--- src/rtl/alu_pkg.sv ---
// Shared definitions for the shared-ALU controller.
// Data widths, ALU function codes and controller FSM states.
package alu_pkg;

    localparam int DATA_W = 32;
    localparam int FUNC_W = 4;

    // Operation group is f[3:1]; f[0] selects the variant.
    localparam logic [2:0] F_ADD   = 3'd0;
    localparam logic [2:0] F_SUB   = 3'd1;
    localparam logic [2:0] F_MUL   = 3'd2;
    localparam logic [2:0] F_AND   = 3'd3;
    localparam logic [2:0] F_OR    = 3'd4;
    localparam logic [2:0] F_NOT   = 3'd5;
    localparam logic [2:0] F_XOR   = 3'd6;
    localparam logic [2:0] F_SHIFT = 3'd7;

    typedef enum logic [1:0] {
        ST_IDLE = 2'd0,
        ST_EXEC = 2'd1,
        ST_RESP = 2'd2
    } state_t;

endpackage

--- src/rtl/alu_rr_grant.sv ---
// Round-robin grant: first asserted request after ptr,
// searching upward modulo NREQ.
module alu_rr_grant #(
    parameter int NREQ = 4,
    parameter int ID_W = 2
) (
    input  logic [NREQ-1:0] i_req,
    input  logic [ID_W-1:0] i_ptr,
    output logic [NREQ-1:0] o_gnt_onehot,
    output logic [ID_W-1:0] o_gnt_id,
    output logic            o_any
);

    logic [ID_W-1:0] w_idx;

    // Scan the requests starting just after the last winner.
    always_comb begin
        o_gnt_onehot = '0;
        o_gnt_id     = '0;
        o_any        = 1'b0;
        w_idx        = '0;
        for (int k = 1; k <= NREQ; k++) begin
            w_idx = ID_W'((int'(i_ptr) + k) % NREQ);
            if (!o_any && i_req[w_idx]) begin
                o_any               = 1'b1;
                o_gnt_onehot[w_idx] = 1'b1;
                o_gnt_id            = w_idx;
            end
        end
    end

endmodule

--- src/rtl/alu_share_ctrl.sv ---
// Shares one combinational ALU between NREQ requesters.
// Round-robin accept, one EXEC cycle, held response.
module alu_share_ctrl
    import alu_pkg::*;
#(
    parameter int NREQ = 4,
    parameter int ID_W = 2
) (
    input  logic                   clk,
    input  logic                   rst_n,
    input  logic [NREQ-1:0]        req_valid,
    output logic [NREQ-1:0]        req_ready,
    input  logic [NREQ*DATA_W-1:0] req_a,
    input  logic [NREQ*DATA_W-1:0] req_b,
    input  logic [NREQ*FUNC_W-1:0] req_f,
    output logic [DATA_W-1:0]      alu_a,
    output logic [DATA_W-1:0]      alu_b,
    output logic [FUNC_W-1:0]      alu_f,
    input  logic [DATA_W-1:0]      alu_r,
    output logic                   rsp_valid,
    input  logic                   rsp_ready,
    output logic [ID_W-1:0]        rsp_id,
    output logic [DATA_W-1:0]      rsp_r,
    output logic                   busy,
    output logic [15:0]            op_cnt
);

    state_t r_state;
    state_t w_state_nxt;

    logic [ID_W-1:0]   r_ptr;
    logic [DATA_W-1:0] r_a;
    logic [DATA_W-1:0] r_b;
    logic [FUNC_W-1:0] r_f;
    logic [ID_W-1:0]   r_id;
    logic              r_rsp_valid;
    logic [DATA_W-1:0] r_rsp_r;
    logic [15:0]       r_op_cnt;

    logic [NREQ-1:0]   w_gnt;
    logic [ID_W-1:0]   w_gnt_id;
    logic              w_any;
    logic              w_accept;
    logic              w_exec;
    logic              w_done;
    logic [DATA_W-1:0] w_a;
    logic [DATA_W-1:0] w_b;
    logic [FUNC_W-1:0] w_f;

    alu_rr_grant #(
        .NREQ (NREQ),
        .ID_W (ID_W)
    ) u_grant (
        .i_req        (req_valid),
        .i_ptr        (r_ptr),
        .o_gnt_onehot (w_gnt),
        .o_gnt_id     (w_gnt_id),
        .o_any        (w_any)
    );

    // Ready is offered only while idle and out of reset.
    assign req_ready = (r_state == ST_IDLE && rst_n) ? w_gnt : '0;

    // Select the winning requester's operands.
    always_comb begin
        w_a = '0;
        w_b = '0;
        w_f = '0;
        for (int i = 0; i < NREQ; i++) begin
            if (w_gnt[i]) begin
                w_a = req_a[i*DATA_W +: DATA_W];
                w_b = req_b[i*DATA_W +: DATA_W];
                w_f = req_f[i*FUNC_W +: FUNC_W];
            end
        end
    end

    // State register.
    always_ff @(posedge clk or negedge rst_n) begin
        if (!rst_n) begin
            r_state <= ST_IDLE;
        end else begin
            r_state <= w_state_nxt;
        end
    end

    // Next state and per-state strobes.
    always_comb begin
        w_state_nxt = r_state;
        w_accept    = 1'b0;
        w_exec      = 1'b0;
        w_done      = 1'b0;
        unique case (r_state)
            ST_IDLE: begin
                if (w_any) begin
                    w_accept    = 1'b1;
                    w_state_nxt = ST_EXEC;
                end
            end
            ST_EXEC: begin
                w_exec      = 1'b1;
                w_state_nxt = ST_RESP;
            end
            ST_RESP: begin
                if (rsp_ready) begin
                    w_done      = 1'b1;
                    w_state_nxt = ST_IDLE;
                end
            end
            default: w_state_nxt = ST_IDLE;
        endcase
    end

    // Operand capture, result capture and completion count.
    always_ff @(posedge clk or negedge rst_n) begin
        if (!rst_n) begin
            r_ptr       <= ID_W'(NREQ - 1);
            r_a         <= '0;
            r_b         <= '0;
            r_f         <= '0;
            r_id        <= '0;
            r_rsp_valid <= 1'b0;
            r_rsp_r     <= '0;
            r_op_cnt    <= '0;
        end else begin
            if (w_accept) begin
                r_a   <= w_a;
                r_b   <= w_b;
                r_f   <= w_f;
                r_id  <= w_gnt_id;
                r_ptr <= w_gnt_id;
            end
            if (w_exec) begin
                r_rsp_r     <= alu_r;
                r_rsp_valid <= 1'b1;
            end
            if (w_done) begin
                r_rsp_valid <= 1'b0;
                r_op_cnt    <= r_op_cnt + 16'd1;
            end
        end
    end

    assign alu_a     = r_a;
    assign alu_b     = r_b;
    assign alu_f     = r_f;
    assign rsp_valid = r_rsp_valid;
    assign rsp_id    = r_id;
    assign rsp_r     = r_rsp_r;
    assign busy      = (r_state != ST_IDLE);
    assign op_cnt    = r_op_cnt;

endmodule
--- config.mk ---
export PLATFORM = sky130hd
export DESIGN_NAME = alu_share_ctrl
export DESIGN_NICKNAME = d
export VERILOG_FILES = /design/src/rtl/alu_pkg.sv /design/src/rtl/alu_rr_grant.sv /design/src/rtl/alu_share_ctrl.sv
export SDC_FILE = /design/constraint.sdc
export NUM_CORES = 1
export LEC_CHECK = 0
export CAP_MARGIN = 40
export CORE_AREA = 10 10 160 162
export CTS_CLUSTER_DIAMETER = 150
export DETAILED_ROUTE_END_ITERATION = 10
export DIE_AREA = 0 0 170 172
export HOLD_SLACK_MARGIN = 0.1
export PLACE_DENSITY = 0.82
export SETUP_SLACK_MARGIN = 0.2
export SLEW_MARGIN = 20
export SYNTH_ARGS = -nofsm -noshare
export SYNTH_HDL_FRONTEND = slang
export SYNTH_SLANG_ARGS = --single-unit
--- constraint.sdc ---
create_clock -name clk -period 2.85 [get_ports clk]
set_input_delay 0.285 -clock clk [delete_from_list [all_inputs] [get_ports clk]]
set_output_delay 0.285 -clock clk [all_outputs]
set_load 0.005 [all_outputs]
# Yosys cells after proc, flatten, opt, wreduce, memory -nomap -nowiden
# Cells that the tools add are included.
[op_classes]
addsub = 5
n_lt_le_gt_ge = 8
eq_ne = 4
muxes = 51
bitwise_logic = 3
n_reduce_logical = 15
[op_table]
columns = ["operator", "count"]
rows = [
  ["$mux W32", 8],
  ["$mux W4", 9],
  ["$mux W1", 19],
  ["$add A16 B1 Y16 const B", 1],
  ["$lt A2 B3 Y1 const B", 4],
  ["$mux W2", 6],
  ["$or A4 B4 Y4", 3],
  ["$bmux W1 S2", 4],
  ["$demux W1 S2", 4],
  ["$ge A2 B1 Y1 const B", 4],
  ["$logic_and A1 B1 Y1", 8],
  ["$pmux W2 S3", 1],
  ["$add A2 B1 Y2 const B", 2],
  ["$add A2 B2 Y2 const B", 2],
  ["$reduce_bool A2 Y1", 2],
  ["$logic_not A1 Y1", 3],
  ["$eq A2 B1 Y1 const B", 1],
  ["$eq A2 B2 Y1 const B", 1],
  ["$logic_not A2 Y1", 1],
  ["$ne A2 B1 Y1 const B", 1],
  ["$ne A2 B2 Y1 const B", 1],
  ["$reduce_and A2 Y1", 1],
]
[totals]
register_bits = 123
input_bits = 311
out_inout_bits = 124
word_cells = 95

# Longest topological paths before layout
# Gate-level depths: netlist of run 1.
[depth]
depth_word = 17
depth_mapped = 13
ltp_nobuf = 9

# By module
# A second synthesis of run 1 with hierarchy kept.
[hier_totals]
cells_unflattened = 766
area_unflattened_um2 = 7180.6
[modules_own_cells]
columns = ["module", "instances", "cells_per_inst", "area_each_um2", "seq_area_each_um2"]
rows = [
  ["alu_share_ctrl", 1, 698, 6655.1, 3080.5],
  ["alu_rr_grant", 1, 68, 525.5, 0.0],
]

# Least setup slack after synthesis of run 1
# No wires, ideal clock.
[synth_path]
path_type = "reg-to-reg"
startpoint = "register r_ptr[0]"
endpoint = "register r_a[24], in the netlist alu_a[24]"
setup_ns = 0.126
arrival_time_ns = 2.742
required_time_ns = 2.724
slack_ns = -0.018
stages_incl_launch_ff = 12
path_buffers = 4
period_less_slack_ns = 2.868
path_cell_list = "dfstp_2 buf_6 inv_1 ha_1 mux4_2 buf_4 a221oi_2 buf_4 buf_4 nor3_2 a211oi_1 o22ai_1"
[synth_between]
elab_chain_cells = 17
word_cells_on_any_way = 55
classes_between = "add/sub (4); order compare (8); mux (30); bitwise (3); reduce/logical (10)"
[synth_rtl]
columns = ["item", "line_no", "rtl"]
rows = [
  ["from (decl)", "alu_share_ctrl.sv:31", "logic [ID_W-1:0] r_ptr;"],
  ["from (signal assigned)", "alu_share_ctrl.sv:117", "r_ptr <= ID_W'(NREQ - 1);"],
  ["from (signal assigned)", "alu_share_ctrl.sv:131", "r_ptr <= w_gnt_id;"],
  ["branches (longest 17 deep; another with $lt A2 B3 Y1)", "--", ""],
  ["to (signal assigned)", "alu_share_ctrl.sv:127", "r_a <= w_a;"],
  ["to (decl)", "alu_share_ctrl.sv:32", "logic [DATA_W-1:0] r_a;"],
]
# Several ways; the timed one is not identified. The select of a mux whose other input is x is not followed.
# A chain may end at the register's enable or synchronous reset.

# Worst setup path in the final report of run 1
[layout_path]
startpoint = "register r_ptr[0]"
endpoint = "register r_a[2], in the netlist alu_a[2]"
# Same word-level chain as after synthesis.

==> flow_metrics.env, run 1 <==
export IMPL_crit_path_frequent_cell="buf_6"
export IMPL_setup_tns_ps=-578.4
export IMPL_peakVddDrop_uv=762.9
export IMPL_grt_max_degree=56
export IMPL_worstPathCellList="buf_12 -> mux4_2 -> buf_6 -> nand2_4 -> a21oi_2 -> a221o_2 -> buf_6 -> buf_6 -> buf_4 -> buf_4 -> a21oi_1 -> o22ai_1"
export IMPL_initial_core_util_pct=32.51
export IMPL_cpPeakStageDelay_ps=570
export IMPL_dp_hpwl_mm=27.61
export IMPL_crit_buf_inv=6
export IMPL_maxSlewHeadroom_pct=55.63
export IMPL_fin_nets=1597
export IMPL_grt_pass1_vias=9321
export IMPL_p_leak_uw=0.005380
export IMPL_clkLatencyLatePin_ps=420
export IMPL_synth_compound_area_share_pct=24.42
export IMPL_p_per_area_nw_per_um2=1314
export IMPL_mostFrequentLayoutCells="clkdlybuf4s50_1, dfrtp_1, nand2_1"
export IMPL_drtIter0Drc=693
export IMPL_synth_area_leaders="dfrtp_1, a211oi_1, o22ai_1"
export IMPL_cts_buffers=17
export IMPL_rsz0062_at_grt="true"
export IMPL_cp_slowest_cell="dfstp_2"
export IMPL_syn_avg_cell_area_um2=8.824
export IMPL_yosys_area_share_simple_pct=17.24
export IMPL_synthDistinctLibCells=48
export IMPL_synth_top_family_by_area="compound AO/OA/AOI/OAI gates"
export IMPL_place_gp_congestion=0.8895
export IMPL_cts_tree="built"
export IMPL_clock_path_buffers=2
export IMPL_num_vias=8884
export IMPL_cp_end_kind="register"
export IMPL_crit_required_ps=3130
export IMPL_setup_viol_count_final=26
export IMPL_synthesis_nets=1144
export IMPL_area_growth_synth_to_final_pct=87.02
export IMPL_worst_r2r_cell_count=12
export IMPL_reg2reg_from="r_ptr[0]"
export IMPL_track_usage_pct=24.28
export IMPL_final_hold_viol_count=0
export IMPL_chipWidth_um=170
export IMPL_synth_async_reset_ratio_pct=100.0
export IMPL_dp_cells=1516
export IMPL_detail_route_wl_per_cell_um=24.52
export IMPL_firstDrtPassIters=5
export IMPL_synth_seq_area_share_pct=42.37
export IMPL_synth_top_cell_area_share_pct=41.65
export IMPL_h_tree_depth=4
export IMPL_ys_seq_elements=123
export IMPL_critical_path_reg2reg_endpoint="alu_a[2]"
export IMPL_die_height_um=172
export IMPL_synth_top_area_cell="dfrtp_1"
export IMPL_cap_violations=0
export IMPL_crit_fanout=21
export IMPL_synthMuxAreaShare_pct=6.763
export IMPL_dieArea_um2=29240
export IMPL_tightest_slew_ps=665.6
export IMPL_synthFlopType="dfrtp_1"
export IMPL_antenna_found_initial=5
export IMPL_synth_xor_area_share_pct=2.048
export IMPL_hold_path_class="in2async"
export IMPL_postRouteAntennaNets=0
export IMPL_netlist_instances=824
export IMPL_portBuffers=434
export IMPL_critPathLaunchType="register"
export IMPL_core_area_um2=22370
export IMPL_vias_per_cell=5.626
export IMPL_path_class="reg2reg"
export IMPL_cts_num_sinks=123
export IMPL_synth_edf_count=0
export IMPL_crit_arrival_ps=3210
export IMPL_cts_root_buf="clkbuf_16"
export IMPL_min_period_ps=2928
export IMPL_yosys_warnings=0
export IMPL_grt_pass1_wl_mm=54.65
export IMPL_num_io_pins=435
export IMPL_r2r_slack_ps=-80
export IMPL_violations="negative setup slack"
export IMPL_timing_hold_ws_ps=336.1
export IMPL_layout_setup_ws_ps=-78.17
export IMPL_drt_total_wl_mm=38.72
export IMPL_layout_commonest_cell="clkdlybuf4s50_1"
export IMPL_clk_pin_slew_worst_paths_ps=70
export IMPL_status="complete, but fails checks"
export IMPL_final_cells=1579
export IMPL_layout_drive_gt1_share_pct=21.01
export IMPL_overflow=0
export IMPL_route_detailed_drc=0
export IMPL_syn_area_um2=7271
export IMPL_fin_crit_sh_pct=102.7
export IMPL_synthAdderAreaFrac_pct=1.549
export IMPL_fmax_ghz=0.3415
export IMPL_rows=55
export IMPL_slew_viol_final=0
export IMPL_critPathTopFamily="buffers and inverters"
export IMPL_worst_clock_skew_ps=13.82
[worst max path at each step]
stage / depth (start not counted) / slack [ps] / to / start
finish: 12 / -80 / alu_a[2] / r_ptr[0]
CTS: 14 / -10 / alu_a[0] / r_ptr[0]
global placement: 8 / -110 / req_ready[2] / req_valid[1]
global route: 14 / -150 / alu_a[0] / r_ptr[0]
detailed placement: 10 / -240 / alu_b[1] / req_valid[1]
floorplan: 10 / 30 / req_ready[3] / r_ptr[0]
[kinds of logic (layout without fill, tap and decap cells)]
group / after synthesis / after routing
buffers and inverters: 84 / 550
other: 0 / 4
AOI/OAI and AO/OA: 292 / 292
xor gates and xnor gates: 17 / 17
and+or+nand+nor: 258 / 258
DFF: 123 / 123
muxes: 41 / 41
adders and majority gates: 9 / 9
[cell usage after synthesis, types with 2 or more instances]
cell type / number
o21ai_1: 5
nand3_1: 6
or3b_1: 2
xor2_1: 4
buf_4: 7
a21oi_1: 73
inv_1: 4
nor3_1: 49
mux2_2: 35
nand3b_1: 4
mux4_2: 3
o22ai_1: 69
nor2_1: 78
buf_2: 17
clkbuf_1: 46
and3_1: 2
nand4_1: 2
mux2i_1: 3
o21ai_0: 66
xnor2_1: 13
ha_1: 9
a211oi_1: 68
and4_1: 2
dfrtp_1: 121
dfstp_2: 2
nor3_2: 20
a2111oi_2: 2
buf_6: 6
nand2_1: 82
or2_2: 2
nor2b_1: 3
buf_1: 3
[power breakdown]
| group | switching [uW] | leakage, uW | internal, uW |
|---|---|---|---|
| Sequential | 517 | 0.00146 | 2650 |
| Combinational | 6480 | 0.00364 | 6030 |
| Clock | 959 | 0.000279 | 1230 |
[final cells by class]
class	instances	area, um^2
antenna	4	10.01
clock buffer	17	425.4
clock inverter	15	151.4
fill	1820	8767
inverter	5	18.77
multi-input combinational	617	4219
sequential	123	3080
tap	285	356.6
timing repair buffer	513	5336
[registers in the layout, summed over array words and instances, names as in the netlist]
name       cells
rsp_r         32
alu_a         32
r_ptr          2
r_state        2
op_cnt        16
alu_b         32
rsp_valid      1
alu_f          4
rsp_id         2
[per-stage QoR]
step                utilization [%]  cell area (um^2)  setup WS [ps]  power, uW
global route                  60.79             13600         -150.3      18870
CTS                           59.41             13290         -9.580      16990
detailed placement            54.42             12170         -244.1      13470
finish                        60.80             13600         -78.17      17870
global placement              54.42             12170         -111.4      13220
floorplan                         -              7310          26.88       8786
[what timing repair did]
item,4_1_cts,5_1_grt
hold endpoints to repair,34,0
hold buffers,1,0
resized for setup,127,49
pin swaps,38,38
gates cloned,4,5
endpoints found under the setup margin,72,72
buffers inserted,15,2
[layer usage]
layer | wire length [um] | GRT usage [%] | up-vias
met1 | 13650 | 25.90 | 4273
met4 | 1498 | 11.94 | 2
met2 | 19530 | 42.22 | 580
li1 | - | - | 3932
met5 | 20 | 0 | -
met3 | 4020 | 8.299 | 97
No activity file was read; power rests on OpenSTA's default activity.
==> inputs of run 2 (changes only) <==
- CORE_AREA: 10 10 160 162 -> 2 2 171 173
- CTS_CLUSTER_DIAMETER: 150 -> unset
- DIE_AREA: 0 0 170 172 -> 0 0 173 175
- PLACE_DENSITY: 0.82 -> unset
- PLACE_DENSITY_LB_ADDON: unset -> 0.12
==> flow_metrics.env, run 2 (synthesis results as in run 1) <==
export IMPL_status="complete, but fails checks"
export IMPL_violations="negative setup slack"
export IMPL_peakVddDrop_uv=726.7
export IMPL_route_detailed_drc=0
export IMPL_layout_drive_gt1_share_pct=29.70
export IMPL_critPathLaunchType="register"
export IMPL_track_usage_pct=25.14
export IMPL_maxSlewHeadroom_pct=55.61
export IMPL_clock_path_buffers=2
export IMPL_rows=62
export IMPL_area_growth_synth_to_final_pct=108.9
export IMPL_dp_cells=1651
export IMPL_whs_endpoint="op_cnt[15]"
export IMPL_final_hold_viol_count=0
export IMPL_path_class="reg2reg"
export IMPL_antenna_found_initial=1
export IMPL_crit_fanout=7
export IMPL_netSwitchingPower_uw=9377
export IMPL_layout_setup_ws_ps=-143.2
export IMPL_cts_buffers=17
export IMPL_min_period_ps=2993
export IMPL_h_tree_depth=4
export IMPL_hold_depth=1
export IMPL_setup_viol_count_final=61
export IMPL_r2r_slack_ps=-140
export IMPL_overflow=0
export IMPL_slew_viol_final=0
export IMPL_cts_tree="built"
export IMPL_initial_core_util_pct=25.61
export IMPL_timing_hold_ws_ps=474.1
export IMPL_tightest_slew_ps=665.9
export IMPL_p_leak_uw=0.005952
export IMPL_fin_crit_sh_pct=105.0
export IMPL_num_vias=8843
export IMPL_detail_route_wl_per_cell_um=23.17
export IMPL_reg2reg_from="r_ptr[0]"
export IMPL_worst_clock_skew_ps=20.82
export IMPL_fin_nets=1654
export IMPL_mostFrequentLayoutCells="clkdlybuf4s50_1, dfrtp_1, nand2_1"
export IMPL_vias_per_cell=5.106
export IMPL_postRouteAntennaNets=0
export IMPL_final_cells=1732
export IMPL_p_per_area_nw_per_um2=1426
export IMPL_p_sw_share_pct=43.29
export IMPL_drt_total_wl_mm=40.13
export IMPL_comb_power_share_pct=74.8
export IMPL_cap_violations=0
export IMPL_crit_arrival_ps=3280
export IMPL_grt_pass1_vias=9177
export IMPL_dp_hpwl_mm=26.21
export IMPL_grt_pass1_wl_mm=57.59
export IMPL_drtIter0Drc=454
export IMPL_core_area_um2=28390
export IMPL_cp_end_kind="register"
export IMPL_hold_path_class="reg2reg"
export IMPL_cts_root_buf="clkbuf_16"
export IMPL_worst_r2r_cell_count=13
export IMPL_p_int_uw=12280
export IMPL_fmax_ghz=0.3341
export IMPL_power_frac_clock_pct=10.7
export IMPL_total_power_uw=21660
export IMPL_clk_pin_slew_worst_paths_ps=70
export IMPL_clkLatencyLatePin_ps=430
export IMPL_cts_num_sinks=123
export IMPL_num_io_pins=435
export IMPL_dieArea_um2=30280
export IMPL_portBuffers=434
export IMPL_crit_required_ps=3140
export IMPL_grt_max_degree=58
export IMPL_layout_commonest_cell="clkdlybuf4s50_1"
export IMPL_firstDrtPassIters=5
export IMPL_critical_path_reg2reg_endpoint="alu_b[1]"
export IMPL_die_height_um=175
export IMPL_place_gp_congestion=0.8538
export IMPL_seq_power_share_pct=14.5
export IMPL_rsz0062_at_grt="true"
export IMPL_chipWidth_um=173
export IMPL_worstHoldStart="op_cnt[15]"
run 2: layout make-up:
class / count / area [um^2]
Fill cell: 2571 / 13210
Timing Repair Buffer: 570 / 6215
Multi-Input combinational cell: 617 / 4786
Sequential cell: 123 / 3080
Tap cell: 384 / 480.5
Clock buffer: 17 / 425.4
Clock inverter: 15 / 177.7
Inverter: 5 / 18.77
Antenna cell: 1 / 2.502
run 2: how the worst max path moves through the flow:
stage,start,to,depth (start not counted)
after floorplan,r_ptr[0],req_ready[3],10
after global placement,req_valid[2],alu_b[18],10
after detailed placement,req_valid[2],alu_f[3],11
after CTS,r_ptr[0],req_ready[1],10
after global routing,r_ptr[0],alu_b[1],13
final,r_ptr[0],alu_b[1],13
run 2: per-stage QoR:
stage	setup TNS [ps]	cell area, um^2	utilization [%]	setup WS (ps)
after floorplan	0	7310	-	26.88
after global placement	-6754	12600	44.39	-201.8
after detailed placement	-9521	12600	44.39	-243.0
after CTS	-2615	14600	51.42	-90.78
after global routing	-10860	15190	53.49	-263.1
final	-3584	15190	53.49	-143.2
run 2: metal layers:
metal	track usage [%]	wire, um	vias to the layer above
met5	0	0	-
met4	8.263	979	0
met3	5.918	2561	61
met2	44.45	20550	405
met1	30.04	16040	4322
li1	-	-	4055
run 2: power groups by stage:
stage	combinational [uW]	clock, uW	sequential, uW
final	16200	2310	3140
after global routing	17100	2430	3250
after CTS	14600	2350	3140
after detailed placement	10800	0	3150
after global placement	10700	0	3150
after floorplan	5600	0	3190
run 2: timing repair:
item                                    CTS  global route
gates resized for setup                 206            91
endpoints found under the setup margin   72            72
endpoints found under the hold margin    30             0
hold buffers                              1             0
gates cloned                             15             5
setup buffers                            21             6
pin swaps                                47            48
run 2: worst max-delay path, cell delays in order, from the launching register on:
cell and delay, ps:
dfstp_2 560, inv_1 80, ha_4 290, mux4_2 310, buf_4 160, nor2b_4 120
a22o_1 190, mux2i_1 170, buf_4 170, nand2_8 90, buf_12 160, buf_4 140
a211oi_2 240, o22ai_1 150
